==> config.mk <==
export PLATFORM = sky130hd
export DESIGN_NAME = epochtv1_bgpipe
export DESIGN_NICKNAME = d
export VERILOG_FILES = /design/src/rtl/epochtv1_pkg.sv /design/src/rtl/epochtv1_bgpipe.sv
export SDC_FILE = /design/constraint.sdc
export NUM_CORES = 1
export LEC_CHECK = 0
export ABC_AREA = 1
export CORE_MARGIN = 8
export CORE_UTILIZATION = 50
export CTS_CLUSTER_SIZE = 30
export DETAILED_ROUTE_END_ITERATION = 10
export PLACE_DENSITY = 0.8
export SLEW_MARGIN = 25
export SYNTH_ARGS = -nofsm -noshare
export SYNTH_HDL_FRONTEND = slang
export SYNTH_SLANG_ARGS = --single-unit
==> constraint.sdc <==
create_clock -name CLK -period 1.8 [get_ports CLK]
set_input_delay 0.36 -clock CLK [delete_from_list [all_inputs] [get_ports CLK]]
set_output_delay 0.36 -clock CLK [all_outputs]
set_load 0.02 [all_outputs]
==> src/rtl/epochtv1_pkg.sv <==
// Shared Epoch TV-1 timing constants, background state enum and BGM entry.
// Imported by the background pipe and by the epochtv1 top.
package epochtv1_pkg;

  localparam int FIRST_ROW_RENDER = 21;
  localparam int NUM_ROWS         = 222;
  localparam int LAST_ROW_RENDER  = FIRST_ROW_RENDER + NUM_ROWS - 1;
  localparam int FIRST_COL_RENDER = 28;
  localparam int NUM_COLS         = 192;
  localparam int LAST_COL_RENDER  = FIRST_COL_RENDER + NUM_COLS - 1;
  localparam int TILES_X          = NUM_COLS / 8;

  typedef enum logic [1:0] {
    BST_IDLE,
    BST_FETCH,
    BST_DRAIN
  } bg_state_e;

  typedef struct packed {
    logic       inv;
    logic [6:0] code;
  } bgm_entry_t;

endpackage

==> src/rtl/epochtv1_bgpipe.sv <==
// Epoch TV-1 background fetch/serialise: BGM code -> CHR glyph -> 8px shift.
// Ports: CLK, RST (sync, active-high), CE, ROW/COL counters, BG_EN, FGC/BGC
//   colours; BGM_A/BGM_D and CHR_A/CHR_D 1-CLK memories; BG_PX/BG_OPQ pixel.
module epochtv1_bgpipe
  import epochtv1_pkg::*;
#(
  parameter int FIRST_COL   = FIRST_COL_RENDER,
  parameter int FIRST_ROW   = FIRST_ROW_RENDER,
  parameter int NUM_ROWS_R  = NUM_ROWS,
  parameter int NUM_TILES_X = TILES_X
) (
  input  logic       CLK,
  input  logic       RST,
  input  logic       CE,
  input  logic [8:0] ROW,
  input  logic [8:0] COL,
  input  logic       BG_EN,
  input  logic [3:0] FGC,
  input  logic [3:0] BGC,
  output logic [8:0] BGM_A,
  input  logic [7:0] BGM_D,
  output logic [9:0] CHR_A,
  input  logic [7:0] CHR_D,
  output logic [3:0] BG_PX,
  output logic       BG_OPQ
);

  localparam logic [8:0] COL_START = 9'(FIRST_COL - 8);
  localparam logic [8:0] COL_WIN0  = 9'(FIRST_COL);
  localparam logic [8:0] COL_WIN1  = 9'(FIRST_COL + 8 * NUM_TILES_X);
  localparam logic [8:0] ROW_0     = 9'(FIRST_ROW);
  localparam logic [8:0] ROW_END   = 9'(FIRST_ROW + NUM_ROWS_R);
  localparam logic [4:0] LAST_TILE = 5'(NUM_TILES_X - 1);

  bg_state_e  state_q;
  logic [2:0] phase_q;
  logic [4:0] tcol_q;
  bgm_entry_t ent_q;
  logic [7:0] hold_q;
  logic [7:0] shf_q, shf_d;
  logic [7:0] vld_q, vld_d;
  logic [8:0] bgm_a_q;
  logic [9:0] chr_a_q;
  logic [3:0] px_q;
  logic       opq_q;
  logic       bgoff_q;

  logic [8:0] rr;
  logic [3:0] trow;
  logic [2:0] line;
  logic       render_row;
  logic       in_win;
  logic       unused_rr;

  assign rr         = ROW - ROW_0;
  assign trow       = rr[7:4];
  assign line       = rr[3:1];
  assign unused_rr  = rr[8] ^ rr[0];
  assign render_row = (ROW >= ROW_0) && (ROW < ROW_END);
  assign in_win     = (COL >= COL_WIN0) && (COL < COL_WIN1);

  // Slot 7 reload wins over the per-pixel shift.
  always_comb begin
    shf_d = {shf_q[6:0], 1'b0};
    vld_d = {vld_q[6:0], 1'b0};
    if (state_q == BST_FETCH && phase_q == 3'd7) begin
      shf_d = hold_q;
      vld_d = 8'hFF;
    end
  end

  always_ff @(posedge CLK) begin
    if (RST) begin
      state_q <= BST_IDLE;
      phase_q <= '0;
      tcol_q  <= '0;
      ent_q   <= '0;
      hold_q  <= '0;
      shf_q   <= '0;
      vld_q   <= '0;
      bgm_a_q <= '0;
      chr_a_q <= '0;
      px_q    <= '0;
      opq_q   <= 1'b0;
      bgoff_q <= 1'b0;
    end else if (CE) begin
      // Lines with BG disabled at start show flat BGC over the window.
      if (COL == COL_START) bgoff_q <= render_row && !BG_EN;

      if (vld_q[7]) begin
        opq_q <= shf_q[7];
        px_q  <= shf_q[7] ? FGC : BGC;
      end else if (bgoff_q && in_win) begin
        opq_q <= 1'b0;
        px_q  <= BGC;
      end else begin
        opq_q <= 1'b0;
        px_q  <= '0;
      end

      unique case (state_q)
        BST_IDLE: begin
          // The start CE is itself slot 0, so the map address goes out now.
          if (render_row && BG_EN && COL == COL_START) begin
            state_q <= BST_FETCH;
            phase_q <= 3'd1;
            tcol_q  <= '0;
            bgm_a_q <= {trow, 5'd0};
          end
        end
        BST_FETCH: begin
          phase_q <= phase_q + 3'd1;
          shf_q   <= shf_d;
          vld_q   <= vld_d;
          unique case (phase_q)
            3'd0: bgm_a_q <= {trow, tcol_q};
            3'd2: begin
              ent_q   <= bgm_entry_t'(BGM_D);
              chr_a_q <= {BGM_D[6:0], line};
            end
            3'd4: hold_q <= CHR_D ^ {8{ent_q.inv}};
            3'd7: begin
              tcol_q <= tcol_q + 5'd1;
              if (tcol_q == LAST_TILE) state_q <= BST_DRAIN;
            end
            default: ;
          endcase
        end
        BST_DRAIN: begin
          shf_q <= shf_d;
          vld_q <= vld_d;
          if (vld_d == 8'h00) state_q <= BST_IDLE;
        end
        default: state_q <= BST_IDLE;
      endcase
    end
  end

  assign BGM_A  = bgm_a_q;
  assign CHR_A  = chr_a_q;
  assign BG_PX  = px_q;
  assign BG_OPQ = opq_q;

endmodule

==> results.toml, run 1 <==
[logic_synthesis]
synthMuxAreaShare = 0
ys_seq_area_frac = 0.392
ys_async_sr_fraction = 0
netlist_instances = 431
synthTopCellsByCount = "dfxtp_1, inv_1, nand2_1"
ys_warn_count = 0
yosys_most_used_dff = "dfxtp_1"
synth-simple-area-share = 0.237
synth-xor-area-share = 0.0372
synth_top_family_by_area = "simple AND/OR/NAND/NOR gates"
synth_cell_types = 35
synth_seq_cells = 60
synth_compound_area_frac = 0.185
synth_fp_nets = 487
synth_top_cell_by_area = "dfxtp_1"
yosys-top-cells-area = "dfxtp_1, inv_1, o21ai_0"
syn_area_per_cell_um2 = 7.11
synth_area_um2 = 3060
synth-adder-area-share = 0.0408
synth_top_area_frac = 0.392
synth_edf_count = 0

[global_routing]
first_global_vias = 3085
grt_first_pass_wirelength_um = 14000
antenna_found_initial = 0
grt_overflow = 0
grt_use_total = 0.194
grt_max_degree = 18

[final_layout]
antenna_cells = 0
drive_above_1_share = 0.152
fill_cells = 454
final_util = 0.735
areaGrowthSynthToFinish_pct = 42.0
fin_cells = 614
nets = 590

[power_and_ir_drop]
clkPwrFrac = 0.451
p_leak_nw = 1.93
p_switching_uw = 652
fin_total_pwr_mw = 2.96
sw_frac_of_total = 0.220
pwr-share-seq = 0.451
ir_drop_mv = 0.594
power_density_nw_per_um2 = 681
internal_power_mw = 2.31
combPwrFrac = 0.098

[worst_hold_path]
hold_start = "hold_q[5]"
hold_path_depth = 2
hp-class = "flop to flop"
hold_end = "hold_q[5]"

[cts]
clock_path_buffers = 2
h-tree-depth = 3
root_buffer = "clkbuf_8"
clock_sinks = 60
cts_tree = "yes"
clkTransAtPathRegs_ps = 70
cts_setup_buffers = 0
numCtsBuffers = 9
ctsHoldBuffers = 0
insertion_delay_ps = 330

[detailed_routing]
drt-total-wl_um = 8320
drc = 0
drt_iter0_drc = 143
dr_total_vias = 3128
first_pass_iters = 4
wl_per_cell_um = 13.5
antenna_left = 0
via_per_inst = 5.09

[floorplan]
dieArea_um2 = 8890
core_um2 = 5920
rows = 28
start_util = 0.517
die_h_um = 94.3
ios = 70
chipWidth_um = 94.3

[timing]
rsz0062_at_grt = "yes"
fin_crit_sh = 0.962
whs_ps = 449
setup_viol = 0
clock_skew_ps = 7.17
fin_crit_ps = 1730
fin_setup_tns_ps = 0
max_freq_ghz = 0.577
slew_headroom = 0.722
worstMarginPinSlew_ps = 417
slew_viol_final = 0
finalHoldViolations = 0

[setup_path]
cp_data_arrival_time_ps = 1990
critPathLaunchType = "primary input"
cp_max_fo = 6
cp.required_ps = 2060
timing.rr.end = "state_q[1]"
r2r-start = "phase_q[0]"
reg2reg_depth = 10
critPathLaunch = "ROW[6]"
worstSetupPathType = "primary input to flop"
r2r_slack_ps = 120
worstSetupEndpointType = "flop"

[placement]
io_buffers = 69
place.gp.congestion = 0.854
dp.cells = 597
hpwl_um = 6190

[status]
outcome = "finished, final reports clean"

[flow_run]
maxCapViolCount = 0
how the worst max path moves through the flow:
stage	end	slack, ps	depth (start not counted)
2_1_floorplan	state_q[1]	100	10
3_3_place_gp	BGM_A[7]	-280	13
3_5_place_dp	BGM_A[5]	-340	13
4_1_cts	BGM_A[5]	0.9	13
5_1_grt	state_q[1]	-30	13
6_report	phase_q[1]	70	12
worst max-delay path, cell delays in order:
cell and delay (ps):
clkdlybuf4s50_1 520, nor2_2 70, nand2_1 80, nor2_2 30
nor2_1 190, nand2_2 100, nand3_2 90, nand2_4 90
buf_4 180, nand2_2 80, nand2_1 60, a21oi_1 140
through the flow:
| stage | area (um^2) | setup slack (ps) |
|---|---|---|
| CTS | 4280 | 0.888 |
| global route | 4350 | -30.8 |
| detailed placement | 4060 | -345 |
| global placement | 4060 | -280 |
| floorplan | 3060 | 104 |
| finish | 4350 | 67.7 |
power groups by stage:
stage	registers, mW	logic, mW	clock network, mW
after global placement	1.37	0.278	0
after global routing	1.34	0.315	1.42
after detailed placement	1.37	0.283	0
final	1.34	0.291	1.34
after floorplan	1.37	0.0921	0
after CTS	1.34	0.285	1.36
state kept, by name, indices dropped and copies added, names as in the netlist:
signal / cells
CHR_A: 10
BGM_A: 9
state_q: 2
ent_q: 1
BG_OPQ: 1
shf_q: 8
bgoff_q: 1
BG_PX: 4
phase_q: 3
hold_q: 8
vld_q: 8
tcol_q: 5
cells by family (layout without fill, tap and decap cells):
logic type | Yosys count | count (layout)
buffers and inverters | 82 | 189
adder cells (fa/ha/maj) | 10 | 10
AO/OA/AOI/OAI | 105 | 105
flip-flops | 60 | 60
XOR/XNOR | 13 | 13
AND/OR/NAND/NOR | 161 | 162
cells in the final DEF, fill, tap and decap left out, types with 3 or more instances in the layout:
master	count
clkdlybuf4s50_1	67
inv_1	60
dfxtp_1	58
nand2_1	57
nor2_1	55
o21ai_0	44
buf_4	41
a21oi_1	39
nand4_1	14
nand3_1	12
xor2_1	12
clkbuf_8	10
ha_1	8
o211ai_1	7
nor3_1	5
nor2_2	4
a21oi_2	4
a31oi_1	4
nand2_2	3
nand3_2	3
and2b_1	3
repair_timing:
action,4_1_cts,5_1_grt
gates resized for setup,1,16
pin swaps,0,5
setup endpoints to repair,1,36
cloned,0,1
layer usage:
metal / track usage / wire length (um) / share of wire / vias to the layer above
met1: 0.213 / 3540 / 0.43 / 1441
met2: 0.353 / 4280 / 0.51 / 71
li1: - / - / - / 1609
met3: 0.0392 / 417 / 0.050 / 7
met4: 0.0806 / 83 / 0.010 / 0
met5: 0 / 0 / 0 / -
cell type report:
cell class              instances  area (um^2)  area share
multi-input cells             290         1600       0.367
flip-flops and latches         60         1200       0.277
repair buffers                110         1000       0.231
inverters                      63          236      0.0544
clock buffers                  12          145      0.0334
well taps                      75         93.8      0.0216
clock inverters                 4         72.6      0.0167
Power figures use the tool's default switching activity.
==> run 2: changes to the inputs <==
--- a/config.mk
+++ b/config.mk
@@ -6,6 +6,7 @@
 export NUM_CORES = 1
 export LEC_CHECK = 0
 export ABC_AREA = 1
+export CORE_ASPECT_RATIO = 0.6
 export CORE_MARGIN = 8
 export CORE_UTILIZATION = 50
 export CTS_CLUSTER_SIZE = 30
==> run 2 against run 1 <==
Against the previous run:
- largest cell class unchanged
- non-clock buffer count rose by 2
- global-route usage fell by 0.66 points
- worst hold slack improved by 13 ps
- sequential cell count did not move
- setup slack got worse by 17 ps
- register-to-register slack barely moved
- critical path type unchanged
- clock power rose by 14%
- die area rose by 0.93%
- first-iteration DRC count rose by 64%
- via count fell by 0.32%
- sequential share of layout area fell by 0.32 points
- clock-buffer cell count fell by 3
==> results.toml, run 2 (synthesis gave the netlist of run 1 again) <==
[power_and_ir_drop]
p_switching_uw = 733
pwr-share-seq = 0.422
ir_drop_mv = 0.442
internal_power_mw = 2.43
clkPwrFrac = 0.484
power_density_nw_per_um2 = 720
p_leak_nw = 1.95
sw_frac_of_total = 0.232
combPwrFrac = 0.094

[timing]
slew_viol_final = 0
slew_headroom = 0.728
whs_ps = 462
worstMarginPinSlew_ps = 407
max_freq_ghz = 0.572
finalHoldViolations = 0
fin_crit_sh = 0.972
setup_viol = 0
fin_setup_tns_ps = 0
fin_crit_ps = 1750
clock_skew_ps = 8.21

[cts]
numCtsBuffers = 9
post_cts_resized = 0
cts_setup_buffers = 0
insertion_delay_ps = 340
ctsHoldBuffers = 0
cts_tree = "yes"
clkTransAtPathRegs_ps = 80
h-tree-depth = 3
clock_sinks = 60
root_buffer = "clkbuf_8"
clock_path_buffers = 2

[floorplan]
start_util = 0.508
dieArea_um2 = 8970
rows = 22
core_um2 = 6030
ios = 70
chipWidth_um = 117
die_h_um = 76.6

[status]
outcome = "finished, final reports clean"

[detailed_routing]
dr_total_vias = 3118
first_pass_iters = 5
drc = 0
drt-total-wl_um = 8360
wl_per_cell_um = 13.4
antenna_left = 0
drt_iter0_drc = 234
via_per_inst = 4.99

[global_routing]
grt_max_degree = 47
antenna_found_initial = 0
grt_first_pass_wirelength_um = 13500
grt_use_total = 0.188
grt_overflow = 0
first_global_vias = 2926

[setup_path]
worstSetupPathType = "primary input to flop"
cp_max_fo = 6
cp_data_arrival_time_ps = 2030
critPathLaunchType = "primary input"
cp.required_ps = 2080
worstSetupEndpointType = "flop"

[flow_run]
maxCapViolCount = 0

[final_layout]
design_area_um2 = 4400
areaGrowthSynthToFinish_pct = 43.5
drive_above_1_share = 0.155
fill_cells = 495
fin_cells = 625
final_util = 0.729
multi_input_area_um2 = 1570
seq_area_um2 = 1200
most-common-layout-cells = "clkdlybuf4s50_1, dfxtp_1, inv_1, nand2_1, nor2_1"
nets = 592
largest_reg_flops = 10
antenna_cells = 0
final_common_cell = "clkdlybuf4s50_1"

[placement]
placed_cell_area_um2 = 4100
dp.cells = 608
hpwl_um = 6100
io_buffers = 69
place.gp.congestion = 0.834

[worst_hold_path]
hp-class = "flop to flop"
run 2: final timing paths:
check,endpoint,slack [ps],start,depth (start not counted)
hold / removal,hold_q[6],460,hold_q[6],2
setup / recovery,phase_q[1],50,ROW[5],11
hold reg to reg,hold_q[6],460,hold_q[6],2
setup reg to reg,state_q[1],110,phase_q[0],10
run 2: per-layer routing:
| metal | vias to the layer above | global-route usage | part of all wire | routed length, um |
|---|---|---|---|---|
| met4 | 0 | 0.0648 | 0.013 | 109 |
| met1 | 1390 | 0.237 | 0.46 | 3860 |
| met2 | 97 | 0.277 | 0.44 | 3640 |
| met3 | 13 | 0.0815 | 0.089 | 747 |
| li1 | 1618 | - | - | - |
| met5 | - | 0 | 0 | 0 |
run 2: worst max-delay path: stages:
cell and delay [ps]:
clkdlybuf4s50_1 410, nor2_1 200, o21ai_0 120, nor2_1 220
nand2_2 90, nand3_2 90, nand2_4 100, buf_4 180
nand2_2 80, nand2_1 60, a21oi_2 130
run 2: power groups by stage:
stage	Sequential, mW	Combinational (mW)	Clock [mW]
4_1_cts	1.34	0.293	1.54
3_5_place_dp	1.37	0.290	0
5_1_grt	1.34	0.323	1.59
2_1_floorplan	1.37	0.0921	0
6_report	1.34	0.297	1.53
3_3_place_gp	1.37	0.286	0
run 2: metrics by stage:
step	setup slack, ps	power [mW]
6_report	50.7	3.16
5_1_grt	-5.69	3.25
4_1_cts	27.5	3.17
3_5_place_dp	-319	1.66
3_3_place_gp	-294	1.65
2_1_floorplan	104	1.47
run 2: area by class of cell:
type                            count  area share
Multi-Input combinational cell    290       0.357
Sequential cell                    60       0.273
Timing Repair Buffer              112       0.235
Inverter                           63      0.0538
Clock buffer                        9      0.0282
Clock inverter                      7      0.0282
Tap cell                           84      0.0239
==> run 3: changes to the inputs <==
--- a/config.mk
+++ b/config.mk
@@ -11,6 +11,7 @@
 export CORE_UTILIZATION = 50
 export CTS_CLUSTER_SIZE = 30
 export DETAILED_ROUTE_END_ITERATION = 10
+export GPL_TIMING_DRIVEN = 0
 export PLACE_DENSITY = 0.8
 export SLEW_MARGIN = 25
 export SYNTH_ARGS = -nofsm -noshare
==> run 3 against run 2 <==
Against the previous run:
- worst hold slack lost 3.7 ps
- non-clock buffer count shrank 18
- critical path depth shrank 1
- via count shrank 1.2%
- sequential share of layout area grew 1.5 points
- cell area shrank 4.8%
- power shrank 12%
- highest routed layer unchanged
- first-iteration DRC count shrank 9.0%
- sequential power is essentially flat
==> results.toml, run 3 (synthesis gave the netlist of run 1 again) <==
[setup_path]
reg2reg_depth = 10
critPathLaunchType = "flop"
crit_path_cell_trace = "ha_1 -> ha_2 -> nand2_4 -> inv_4 -> or2_4 -> o21a_1 -> nor2_4 -> nand2_2 -> nand2_1 -> a21oi_1"
worstSetupPathType = "flop to flop"
cp_max_fo = 8
critical_path.slowest_cell = "dfxtp_4"
cp_data_arrival_time_ps = 2010
worstSetupEndpointType = "flop"
cp.required_ps = 2010
slowest_delay_ps = 350

[detailed_routing]
drt_iter0_drc = 213
antenna_left = 0
drc = 0
via_per_inst = 5.08
drt-total-wl_um = 8720
wl_per_cell_um = 14.4
dr_total_vias = 3080
first_pass_iters = 5

[floorplan]
die_h_um = 76.6
dieArea_um2 = 8970
rows = 22
core_um2 = 6030
ios = 70
start_util = 0.508
chipWidth_um = 117

[timing]
clock_skew_ps = 10.9
setup_viol = 0
worstMarginPinSlew_ps = 571
max_freq_ghz = 0.557
rsz0062_at_grt = "yes"
slew_viol_final = 0
slew_headroom = 0.619
whs_ps = 458
fin_crit_sh = 0.997
finalHoldViolations = 0
fin_crit_ps = 1800

[power_and_ir_drop]
power_density_nw_per_um2 = 663
ir_drop_mv = 0.366
fin_total_pwr_mw = 2.77
p_leak_nw = 1.82

[global_routing]
grt.busiest_layer = "met2"
grt_use_total = 0.195
first_global_vias = 2928
met1_usage = 0.242
grt_overflow = 0
use_met3 = 0.108
grt_use_met2 = 0.284
grt_max_degree = 11
antenna_found_initial = 0
grt_first_pass_wirelength_um = 13700

[worst_hold_path]
hp-class = "flop to flop"
hold_path_depth = 2

[final_layout]
most-common-layout-cells = "clkdlybuf4s50_1, dfxtp_1, nand2_1, inv_1, nor2_1"
drive_above_1_share = 0.128
largest_reg_flops = 10
areaGrowthSynthToFinish_pct = 36.7
nets = 573
antenna_cells = 0
final_common_cell = "clkdlybuf4s50_1"
final_util = 0.694

[placement]
place.gp.congestion = 0.869
hpwl_um = 6440
io_buffers = 68

[cts]
ctsHoldBuffers = 0
clock_path_buffers = 2
h-tree-depth = 3
cts_tree = "yes"
clock_sinks = 60
insertion_delay_ps = 350
clkTransAtPathRegs_ps = 70
numCtsBuffers = 9
root_buffer = "clkbuf_8"

[flow_run]
maxCapViolCount = 0

[status]
outcome = "finished, final reports clean"
run 3: cell types whose count changed in the layout (fill, tap and decap cells not counted), moves of 3 or more:
cell	before	now
buf_2	0	3
buf_4	41	8
clkbuf_1	0	8
clkbuf_2	0	4
clkdlybuf4s50_1	67	63
inv_1	59	56
run 3: critical path: cells and delay by family (launching register included):
kind                     cells  cell delay (ps)
AND/OR/NAND/NOR              5              590
adder cells (fa/ha/maj)      2              390
flip-flops                   1              350
AO/OA/AOI/OAI                2              260
buffers and inverters        1               60
run 3: cell type report:
cell class / instances / area, um^2
inverter: 63 / 239
tap: 84 / 105
multi-input combinational: 289 / 1600
fill: 513 / 1840
sequential: 60 / 1210
clock inverter: 4 / 50.0
timing repair buffer: 75 / 738
clock buffer: 12 / 135
buffer: 19 / 110
run 3: power breakdown:
| group | switching (mW) | leakage (nW) | internal (mW) |
|---|---|---|---|
| logic | 0.128 | 1.25 | 0.132 |
| registers | 0.00290 | 0.486 | 1.33 |
| clock network | 0.542 | 0.0866 | 0.638 |
run 3: metal layers:
layer	share of wire	vias up
li1	-	1575
met1	0.45	1367
met2	0.43	129
met3	0.11	9
met4	0.0079	0
met5	0	-
run 3: per-stage QoR:
| step | worst slack, ps | instances | setup TNS (ps) | instance area, um^2 |
|---|---|---|---|---|
| after global placement | -346 | 583 | -9080 | 3850 |
| after floorplan | 104 | 431 | 0 | 3060 |
| after CTS | -1.78 | 602 | -1.78 | 4080 |
| after global routing | -81.0 | 606 | -513 | 4190 |
| after detailed placement | -395 | 583 | -10480 | 3850 |
| final | 4.82 | 606 | 0 | 4190 |
run 3: worst paths after layout:
path | end | slack (ps) | from
hold / removal | hold_q[2] | 460 | hold_q[2]
setup reg to reg | state_q[1] | 5 | phase_q[0]
hold reg to reg | hold_q[2] | 460 | hold_q[2]
setup / recovery | state_q[1] | 5 | phase_q[0]
run 3: timing repair:
action | CTS | global route
cloned | 0 | 0
pin swaps | 2 | 7
buffers inserted | 3 | 4
resized for setup | 9 | 34
setup endpoints to repair | 30 | 43
